[src/rtl/tdm_demux_1x16.sv]
// ============================================================================
// Module   : tdm_demux_1x16
// Purpose  : Time-division 1-to-16 demultiplexer. Receive end of a serial
//            slot stream produced by a 16x1 mux with a rolling 4-bit select.
//            Deserializes one bit per accepted slot into a shadow word and
//            publishes complete frames atomically on Y_out.
// Ports    : clk         - rising-edge clock
//            rst         - synchronous, active-high reset
//            d_in        - serial slot data
//            d_valid     - d_in carries a slot this cycle (gaps allowed)
//            frame_start - marks the current valid bit as slot 0
//            sel_out     - index of the next slot expected
//            Y_out       - last complete frame, bit k = slot k
//            frame_done  - one-cycle pulse, Y_out has just been updated
//            frame_err   - one-cycle pulse, frame aborted or failed check
//            busy        - high while a frame is being received
// Options  : TDM_PARITY_EN - when defined, each frame carries one extra
//            even-parity slot after the last data slot.
// Revision : 1.0 - initial release
// ============================================================================
`default_nettype none

module tdm_demux_1x16 #(
    parameter int DATA_WIDTH = 16,
    parameter int SEL_WIDTH  = 4
) (
    input  logic                  clk,
    input  logic                  rst,
    input  logic                  d_in,
    input  logic                  d_valid,
    input  logic                  frame_start,
    output logic [SEL_WIDTH-1:0]  sel_out,
    output logic [DATA_WIDTH-1:0] Y_out,
    output logic                  frame_done,
    output logic                  frame_err,
    output logic                  busy
);

    localparam logic [1:0] c_S_IDLE   = 2'd0;
    localparam logic [1:0] c_S_RECV   = 2'd1;
`ifdef TDM_PARITY_EN
    localparam logic [1:0] c_S_PARITY = 2'd2;
`endif

    localparam logic [SEL_WIDTH-1:0] c_LAST_SLOT = SEL_WIDTH'(DATA_WIDTH - 1);

    logic [1:0]            r_state;
    logic [SEL_WIDTH-1:0]  r_sel;
    logic [DATA_WIDTH-1:0] r_shadow;
    logic [DATA_WIDTH-1:0] r_y;
    logic                  r_done;
    logic                  r_err;

    logic [1:0]            w_state_nxt;
    logic [SEL_WIDTH-1:0]  w_sel_nxt;
    logic [DATA_WIDTH-1:0] w_shadow_nxt;
    logic [DATA_WIDTH-1:0] w_y_nxt;
    logic                  w_done_nxt;
    logic                  w_err_nxt;

    // State and output registers; everything visible at the ports is
    // registered so there is no combinational input-to-output path.
    always_ff @(posedge clk) begin
        if (rst) begin
            r_state  <= c_S_IDLE;
            r_sel    <= '0;
            r_shadow <= '0;
            r_y      <= '0;
            r_done   <= 1'b0;
            r_err    <= 1'b0;
        end else begin
            r_state  <= w_state_nxt;
            r_sel    <= w_sel_nxt;
            r_shadow <= w_shadow_nxt;
            r_y      <= w_y_nxt;
            r_done   <= w_done_nxt;
            r_err    <= w_err_nxt;
        end
    end

    // Next-state and next-output logic.
    always_comb begin
        w_state_nxt  = r_state;
        w_sel_nxt    = r_sel;
        w_shadow_nxt = r_shadow;
        w_y_nxt      = r_y;
        w_done_nxt   = 1'b0;
        w_err_nxt    = 1'b0;

        if (d_valid) begin
            if (frame_start) begin
                // A frame_start always (re)starts a frame; seen mid-frame it
                // aborts the partial frame, which is flagged as an error.
                if (r_state != c_S_IDLE) begin
                    w_err_nxt = 1'b1;
                end
                w_shadow_nxt[0] = d_in;
                w_sel_nxt       = SEL_WIDTH'(1);
                w_state_nxt     = c_S_RECV;
            end else begin
                case (r_state)
                    c_S_RECV: begin
                        w_shadow_nxt[r_sel] = d_in;
                        if (r_sel == c_LAST_SLOT) begin
                            w_sel_nxt = '0;
`ifdef TDM_PARITY_EN
                            w_state_nxt = c_S_PARITY;
`else
                            // Publish straight from the incoming bit so the
                            // next cycle can already start a new frame.
                            w_y_nxt     = {d_in, r_shadow[DATA_WIDTH-2:0]};
                            w_done_nxt  = 1'b1;
                            w_state_nxt = c_S_IDLE;
`endif
                        end else begin
                            w_sel_nxt = r_sel + SEL_WIDTH'(1);
                        end
                    end
`ifdef TDM_PARITY_EN
                    c_S_PARITY: begin
                        // Even parity over data bits plus the parity slot.
                        if ((^r_shadow ^ d_in) == 1'b0) begin
                            w_y_nxt    = r_shadow;
                            w_done_nxt = 1'b1;
                        end else begin
                            w_err_nxt  = 1'b1;
                        end
                        w_state_nxt = c_S_IDLE;
                    end
`endif
                    default: begin
                        // IDLE: stray valid bits are dropped silently.
                    end
                endcase
            end
        end
    end

    assign sel_out    = r_sel;
    assign Y_out      = r_y;
    assign frame_done = r_done;
    assign frame_err  = r_err;
    assign busy       = (r_state != c_S_IDLE);

endmodule

`default_nettype wire
[config.mk]
export PLATFORM = sky130hd
export DESIGN_NAME = tdm_demux_1x16
export DESIGN_NICKNAME = d
export VERILOG_FILES = /design/src/rtl/tdm_demux_1x16.sv
export SDC_FILE = /design/constraint.sdc
export NUM_CORES = 1
export LEC_CHECK = 0
export ABC_AREA = 1
export CORE_AREA = 5 5 71 73
export DETAILED_ROUTE_END_ITERATION = 12
export DIE_AREA = 0 0 76 78
export SLEW_MARGIN = 20
export SYNTH_ARGS = -nofsm -noshare
export SYNTH_HDL_FRONTEND = slang
export SYNTH_SLANG_ARGS = --single-unit
[constraint.sdc]
create_clock -name clk -period 1.8 [get_ports clk]
set_clock_uncertainty 0.1 [all_clocks]
set_input_delay 0.36 -clock clk [delete_from_list [all_inputs] [get_ports clk]]
set_output_delay 0.36 -clock clk [all_outputs]
set_load 0.005 [all_outputs]
==> flow_summary.yaml <==
status:
  status: "completed"
drt:
  vias: 1515
  ant_nets: 0
  routedWlPerCell_um: 10.7
  first_pass_iters: 4
  drc: 0
  finalWirelength_mm: 3.47
  via_per_inst: 4.68
  drt_iter0_drc: 40
placed_design:
  dpl_worst_slack_ps: 13.7
  port_buffers: 27
  dp_hpwl_mm: 2.47
  gp_congestion: 0.828
critical_path:
  crit_buf_inv: 1
  critPathMaxStageDelay_ps: 520
  path_max_fanout: 6
  r2r-start: "sel_out[0]"
  arrival_ps: 1190
  start_kind: "register"
  reg2reg_depth: 7
  crit_type: "register to primary output"
  cpLargestDelayFamily: "buffers and inverters"
  worstPathRequired_ps: 1340
  r2r-end: "r_shadow[2]"
  slowest_stage: "clkdlybuf4s50_1"
  cp-end-kind: "primary output"
  worstPathCellList: "clkdlybuf4s50_1"
  rrSetupSlack_ps: 380
pwr:
  p_per_area_mw_per_mm2: 707
  leakagePower_nw: 0.827
  vdd_drop_max_mv: 0.285
clock_tree:
  clock-sinks: 38
  cts_resized: 0
  clock-root-buffer: "clkbuf_8"
  hold_buffers: 0
  clk_path_buf_depth: 2
  h-tree-depth: 2
  clkLatencyLatePin_ps: 280
  cts_made_buffers: 5
  cts_tree: "done"
  path_clk_slew_ps: 70
  cts_setup_buffers: 0
final_layout:
  final_layout_size_suffix_gt1_frac: 0.0956
  synthToLayoutAreaGrowth_pct: 27.9
  diodes: 0
  final_nets: 281
synthesis:
  synth_common_cells: "80 x nor2_1, 49 x nand2_1, 38 x dfxtp_1, 17 x o21ai_0, 12 x nand4_1"
  yosys.area_share.simple: 0.379
  synth_xor_area_frac: 0
  synth_mux_area_frac: 0
  netlist.area_leader.share: 0.456
  mappedNetlistArea_sq_mm: 0.00167
  synth_cells: 236
  synth.distinct_cells: 20
  synth_edf_count: 0
  synth_top_flop_cell: "dfxtp_1"
  syn_area_per_cell_sq_um: 7.07
  yosysSeqAreaShare: 0.456
  synthAdderAreaFrac: 0.0300
  synth_area_leaders: "dfxtp_1 46%, nor2_1 18%, nand2_1 11%, o21ai_0 5.1%, nand4_1 4.5%"
  yosysWarnings: 0
  synth_most_common_cell: "nor2_1"
  synth_compound_gate_area_share: 0.0660
  ys_ff_latch: 38
  synth_fp_nets: 245
  synth_top_area_cell: "dfxtp_1"
  synth_top_family_by_area: "simple AND/OR/NAND/NOR gates"
  synth_async_sr_flop_share: 0
sta:
  max_freq_mhz: 604
  slew_headroom: 0.793
  fin_ws_ps: 145
  finalHoldViolations: 0
  rsz0062_at_grt: "false"
  timing.final.setup_violations: 0
  tns_ps: 0
  period_minus_slack_ps: 1650
  final_max_slew_viol_count: 0
  finalCritPeriodShare: 0.919
  worst_slew_pin_slew_ps: 311
flow_run:
  cap_violations: 0
worst_hold_path:
  hold_path_end: "r_shadow[11]"
  hp-class: "register to register"
  holdCritStartpoint: "r_shadow[11]"
  hold_depth: 2
floorplanning:
  die_y_um: 78
  chipWidth_um: 76
  core-area_sq_mm: 0.00429
  start_util: 0.389
  row_count: 24
  dieArea_sq_mm: 0.00593
  io_pins: 28
global_routing:
  grt_pass1_wl_mm: 6.29
  antenna_found_initial: 0
  grt_remaining_overflow: 0
  grt_usage: 0.130
  grt_pass1_vias: 1447
  grt_max_degree: 34
-- final cells by class --
class | instances | area (sq um)
sequential | 38 | 764
inverter | 13 | 53.8
clock buffer | 7 | 76.3
fill | 453 | 2160
timing repair buffer | 37 | 383
multi-input combinational | 177 | 792
tap | 52 | 65.1
-- layout by cell type (no fill, tap or decap), types with 2 or more instances in the layout --
cell / count
nor2_2: 2
buf_12: 3
dfxtp_1: 35
nand3_1: 4
a21oi_1: 5
o21ai_0: 17
clkbuf_8: 5
inv_1: 11
nor2_1: 80
nor2_4: 2
clkdlybuf4s50_1: 27
nand4_1: 12
clkbuf_1: 2
ha_1: 4
nand2_1: 49
dfxtp_2: 3
buf_4: 7
-- where the power goes --
part	switching (mW)	internal [mW]
clock	0.275	0.267
combinational	0.0633	0.0512
sequential	0.00602	0.847
-- worst max-delay path by stage --
stage | from | endpoint | slack [ps] | depth (start not counted)
floorplan | sel_out[1] | Y_out[15] | 310 | 7
detailed placement | d_valid | Y_out[15] | 10 | 6
global placement | d_valid | Y_out[13] | 50 | 6
CTS | sel_out[3] | sel_out[3] | 30 | 1
finish | sel_out[3] | sel_out[3] | 150 | 1
global route | sel_out[3] | sel_out[3] | 80 | 1
-- state kept, by name (all words and copies together) (netlist names) --
name        flops
Y_out          16
frame_err       1
r_shadow       15
r_state         1
frame_done      1
sel_out         4
-- cells by family after synthesis --
group | Yosys count
fa+ha+maj | 4
flops | 38
simple gates | 151
compound gates | 22
buf+inv | 21
-- routing by layer --
metal | vias up | routed length [um] | global-route usage
met5 | - | 0 | 0
met4 | 0 | 73 | 0.0641
met3 | 6 | 131 | 0.0382
met2 | 27 | 1560 | 0.210
met1 | 667 | 1700 | 0.156
li1 | 815 | - | -
-- worst register-to-register path, cell delays in order (launching register included) --
cell,delay [ps]
dfxtp_2,350
inv_1,120
ha_1,310
nand2_1,90
nor2_1,180
nand2_1,70
nand2_1,60
nor2_1,30
-- stage by stage --
step	area [sq um]	utilization	std cells	hold slack, ps	power, mW
floorplan	1670	-	236	329	0.933
global placement	2050	0.478	317	358	0.987
detailed placement	2050	0.478	317	368	0.988
CTS	2130	0.496	324	381	1.54
global route	2130	0.497	324	401	1.60
finish	2130	0.497	324	377	1.51
Note: power is estimated with default switching activity, not from simulation.
